## config.mk

```make
export PLATFORM = sky130hd
export DESIGN_NAME = mem_port_arbiter
export DESIGN_NICKNAME = d
export VERILOG_FILES = /design/src/rtl/mem_port_arbiter.sv
export SDC_FILE = /design/constraint.sdc
export NUM_CORES = 1
export LEC_CHECK = 0
export ABC_AREA = 1
export CAP_MARGIN = 20
export CORE_AREA = 2 2 94 96
export DETAILED_ROUTE_END_ITERATION = 7
export DIE_AREA = 0 0 96 98
export HOLD_SLACK_MARGIN = 0.1
export PLACE_DENSITY = 0.87
export SLEW_MARGIN = 0
export SYNTH_ARGS = -nofsm -noshare
export SYNTH_HDL_FRONTEND = slang
export SYNTH_SLANG_ARGS = --single-unit
```

## constraint.sdc

```tcl
create_clock -name clock -period 2.21 [get_ports clock]
set_clock_uncertainty 0.05 [all_clocks]
set_input_delay 0.442 -clock clock [delete_from_list [all_inputs] [get_ports clock]]
set_output_delay 0.442 -clock clock [all_outputs]
set_load 0.005 [all_outputs]
```

## src/rtl/mem_port_arbiter.sv

```systemverilog
// Sequencer for the single D-cache port shared by the load unit and the
// committed-store drain; one transaction outstanding at a time.
module mem_port_arbiter #(
  parameter int STARVE_LIMIT = 4
) (
  input  logic        clock,
  input  logic        reset,
  input  logic        ld_req_valid,
  input  logic [31:0] ld_req_addr,
  output logic        ld_req_ready,
  output logic        ld_resp_valid,
  output logic [31:0] ld_resp_data,
  input  logic        st_req_valid,
  input  logic [31:0] st_req_addr,
  input  logic [31:0] st_req_data,
  input  logic [1:0]  st_req_size,
  output logic        st_req_ready,
  output logic        dc_req_valid,
  output logic [1:0]  dc_req_cmd,
  output logic [31:0] dc_req_addr,
  output logic [31:0] dc_req_data,
  output logic [1:0]  dc_req_size,
  input  logic        dc_req_ready,
  input  logic        dc_resp_valid,
  input  logic [31:0] dc_resp_data,
  input  logic        squash,
  output logic        port_busy
);

  typedef enum logic [1:0] {
    IDLE    = 2'd0,
    LD_BUSY = 2'd1,
    ST_BUSY = 2'd2
  } state_t;

  localparam logic [1:0] CMD_NONE  = 2'd0;
  localparam logic [1:0] CMD_LOAD  = 2'd1;
  localparam logic [1:0] CMD_STORE = 2'd2;
  localparam logic [1:0] SIZE_WORD = 2'd2;
  localparam logic [3:0] LIMIT     = 4'(STARVE_LIMIT);

  state_t     state;
  logic [3:0] starve_cnt;
  logic       drop_ld;

  logic ld_ok;
  logic st_win;
  logic ld_win;
  logic arb_en;
  logic ld_grant;
  logic st_grant;

  // Arbitration: only in IDLE, and never while reset is held so that every
  // output reads 0 during reset regardless of the requesters.
  always_comb begin
    ld_ok    = ld_req_valid & ~squash;
    st_win   = st_req_valid & (~ld_ok | (starve_cnt == LIMIT));
    ld_win   = ld_ok & ~st_win;
    arb_en   = (state == IDLE) & ~reset;
    ld_grant = arb_en & ld_win & dc_req_ready;
    st_grant = arb_en & st_win & dc_req_ready;
  end

  always_comb begin
    dc_req_valid = arb_en & (st_win | ld_win);
    dc_req_cmd   = CMD_NONE;
    dc_req_addr  = '0;
    dc_req_data  = '0;
    dc_req_size  = '0;
    if (arb_en & st_win) begin
      dc_req_cmd  = CMD_STORE;
      dc_req_addr = st_req_addr;
      dc_req_data = st_req_data;
      dc_req_size = st_req_size;
    end else if (arb_en & ld_win) begin
      dc_req_cmd  = CMD_LOAD;
      dc_req_addr = ld_req_addr;
      dc_req_size = SIZE_WORD;
    end
  end

  assign ld_req_ready = ld_grant;
  assign st_req_ready = st_grant;
  assign port_busy    = (state != IDLE);

  // Transaction tracking and registered load response.
  always_ff @(posedge clock) begin
    if (reset) begin
      state         <= IDLE;
      starve_cnt    <= '0;
      drop_ld       <= 1'b0;
      ld_resp_valid <= 1'b0;
      ld_resp_data  <= '0;
    end else begin
      ld_resp_valid <= 1'b0;
      case (state)
        IDLE: begin
          if (st_grant) begin
            state <= ST_BUSY;
          end else if (ld_grant) begin
            state <= LD_BUSY;
          end
          if (!st_req_valid || st_grant) begin
            starve_cnt <= '0;
          end else if (ld_grant && starve_cnt != LIMIT) begin
            starve_cnt <= starve_cnt + 4'd1;
          end
        end
        LD_BUSY: begin
          if (dc_resp_valid) begin
            state   <= IDLE;
            drop_ld <= 1'b0;
            if (!drop_ld && !squash) begin
              ld_resp_valid <= 1'b1;
              ld_resp_data  <= dc_resp_data;
            end
          end else if (squash) begin
            drop_ld <= 1'b1;
          end
        end
        ST_BUSY: begin
          // Committed stores cannot be killed, so squash has no effect here.
          if (dc_resp_valid) begin
            state <= IDLE;
          end
        end
        default: state <= IDLE;
      endcase
    end
  end

endmodule

```

==> qor.txt <==
First-pass GRT wire length: 15100 um
Peak VDD IR: 0.572 mV
# hold bufs at CTS: 0
Post-DRT Antenna Nets: 0
Pwr per Cell Area: 407 nW/um^2
Post-synth top area cell: dfxtp_1
Synth Cell Area: 2260 sq um
Layout cell share with drive strength beyond 1: 0.221
Status: finished, violations left
Initial DRT Pass Iterations: 4
Kind of start point of the critical path: register
Post-synth top cells: nor2_1 (107), inv_1 (48), dfxtp_1 (40)
Total power: 2.08 mW
Die X: 96 um
Die Y: 98 um
Leakage: 2.38 nW
Post-synth EDFFs: 0
Port Buf Inserts: 241
Vias/cell: 4.55
Max Cap Viol: 0
Compound-cell area share of the yosys netlist: 0.217
Asr flop ratio synth: 0
WP data arrival: 1770 ps
Crit Path Max Fanout: 9
Highest Clock Rate: 442 MHz
Final Cycle Share: 1.02
WP buf/inv: 5
Min Tclk post-route: 2260 ps
H-tree depth: 2
FP Rows: 34
Clock root buffer: clkbuf_8
CP endpoint kind: output pin
Setup ws final: -54.6 ps
Worst Hold Class: register to register
Synth top area cells: dfxtp_1 (35%), nor2_1 (18%), a22o_1 (12%)
Cells after synthesis: 331
Failing checks: negative setup slack
Simple-Gate Fraction of Synth Area: 0.266
Crit. path cell count: 9
Post-synthesis register bit count: 40
Final hold violation count: 0
Unique cell type count in the Yosys netlist: 24
Clk slew on worst S/H paths: 80 ps
Die footprint: 9410 sq um
CTS Sinks: 40
Multiplexer area fraction after synthesis: 0
Crit Path Category: register to output pin
Mean Syn Cell Area: 6.82 sq um
Critical path's top delay family: buffers and inverters
Top-area cell type share of the netlist area: 0.355
Slew margin rel.: 0.804
Post-Synth XOR/XNOR Area: 0.00776
# setup viols final: 19
Unrepaired setup endpoints after global routing: true
Worst-path cell with the longest stage delay: dfxtp_2
Initial antenna violation count: 1
Slew @ Worst Pin: 295 ps
Post-route core utilization: 0.603
Routed len/inst: 14.7 um
Iter 0 DRT Violations: 87
Register-to-Register Path Depth: 13
# DRC: 0
Final WL: 10400 um
Area growth, synth to finish: 126%
Initial core utilization: 0.267
DP Worst Slack: -513 ps
Remaining Overflow, GRT: 0
Clock latency on the worst-skew pair: 290 ps
CP Cell Sequence: inv_2 > ha_4 > nand4_1 > nand2_2 > inv_4 > buf_6 > buf_12 > a22o_1 > buf_2
# IOs: 242
Syn. warnings: 0
Most frequent cell after synthesis: nor2_1
CP required: 1720 ps
Hold_ws: 434 ps
Final Max Slew Viols: 0
Largest net degree at the start of global routing: 37
Main flop type after synthesis: dfxtp_1
Setup total negative slack: -611 ps
Post-synthesis adder-cell area fraction: 0.0222
Mapped Nets: 472
Deepest clock path buffer count: 2
Register area share after synthesis: 0.355
Critical Path Max Stage Delay: 330 ps
Overall global routing resource usage: 0.204
TritonCTS Buffers: 5
Core area: 8470 sq um
Vias in the first global route: 3286
CTS tree: yes
GPL Wtd Cong: 0.811
Nets@finish: 742
DP HPWL: 8260 um
Largest family of logic cells by synthesized area: simple AND/OR/NAND/NOR gates
Vias post-DR: 3238
Hold path depth: 2
[layout by cell type, fill, tap and decap left out, types with 8 or more instances in the layout]
cell             Yosys  layout
dfxtp_1             40      35
clkbuf_2             0      23
buf_2                9      29
clkdlybuf4s50_1      0     167
a22o_1              32      31
nand3_1             10       9
clkdlybuf4s15_1      0      10
o21ai_0             33      33
nor2_1             107     104
dlygate4sd2_1        0      11
buf_4                3      25
inv_1               48      43
nand2_1             12      11
buf_6                0       8
[path summary, 6_finish.rpt]
| path | to | slack, ps | start |
|---|---|---|---|
| worst min-delay path | ld_resp_data[22] | 430 | ld_resp_data[22] |
| worst min register to register | ld_resp_data[22] | 430 | ld_resp_data[22] |
| worst max-delay path | dc_req_addr[2] | -50 | starve_cnt[1] |
| worst max register to register | starve_cnt[1] | 470 | starve_cnt[0] |
[report_power, final]
| part | leakage [nW] | switching, mW | internal (mW) |
|---|---|---|---|
| Sequential | 0.325 | 0.0129 | 0.738 |
| Combinational | 1.99 | 0.257 | 0.444 |
| Clock | 0.0614 | 0.257 | 0.369 |
| Total | 2.38 | 0.526 | 1.55 |
[per-stage QoR]
stage,instance area (sq um),std cells
after floorplan,2260,331
after global placement,4900,683
after detailed placement,4900,683
after CTS,5130,707
after global routing,5100,711
final,5110,712
[metal layers]
metal	wire length, um	vias up	track usage
met4	338	0	0.0912
met3	1030	24	0.0640
met1	3510	1459	0.189
li1	-	1598	-
met5	0	-	0
met2	5570	157	0.393
[sequential cells by signal, summed over array words and instances, names as in the netlist]
| signal | flops |
|---|---|
| ld_resp_data | 32 |
| ld_resp_valid | 1 |
| starve_cnt | 4 |
| drop_ld | 1 |
| state | 2 |
[cell families after synthesis]
kind of cell | after synthesis
simple gates | 141
compound gates | 73
buf+inv | 71
flops | 40
fa+ha+maj | 4
xor+xnor | 2
[what timing repair did]
action	CTS	global route
gates resized for setup	193	65
cloned	4	1
pin swaps	17	13
setup endpoints to repair	72	68
setup buffers	12	3
[cell type report]
cell class / instances / area [sq um]
fill: 743 / 3360
timing repair buffer: 282 / 2610
multi-input combinational: 220 / 1230
sequential: 40 / 807
inverter: 52 / 203
tap: 108 / 135
clock buffer: 6 / 82.6
clock inverter: 2 / 38.8
antenna: 2 / 5.00
[worst reg2reg max path, delay by kind of cell, from the launching register on]
kind	cells	cell delay, ps
flip-flops	1	340
AO/OA/AOI/OAI	1	150
adder cells (fa/ha/maj)	1	160
AND/OR/NAND/NOR	6	420
buffers and inverters	5	520
Note: power is estimated with default switching activity, not from simulation.
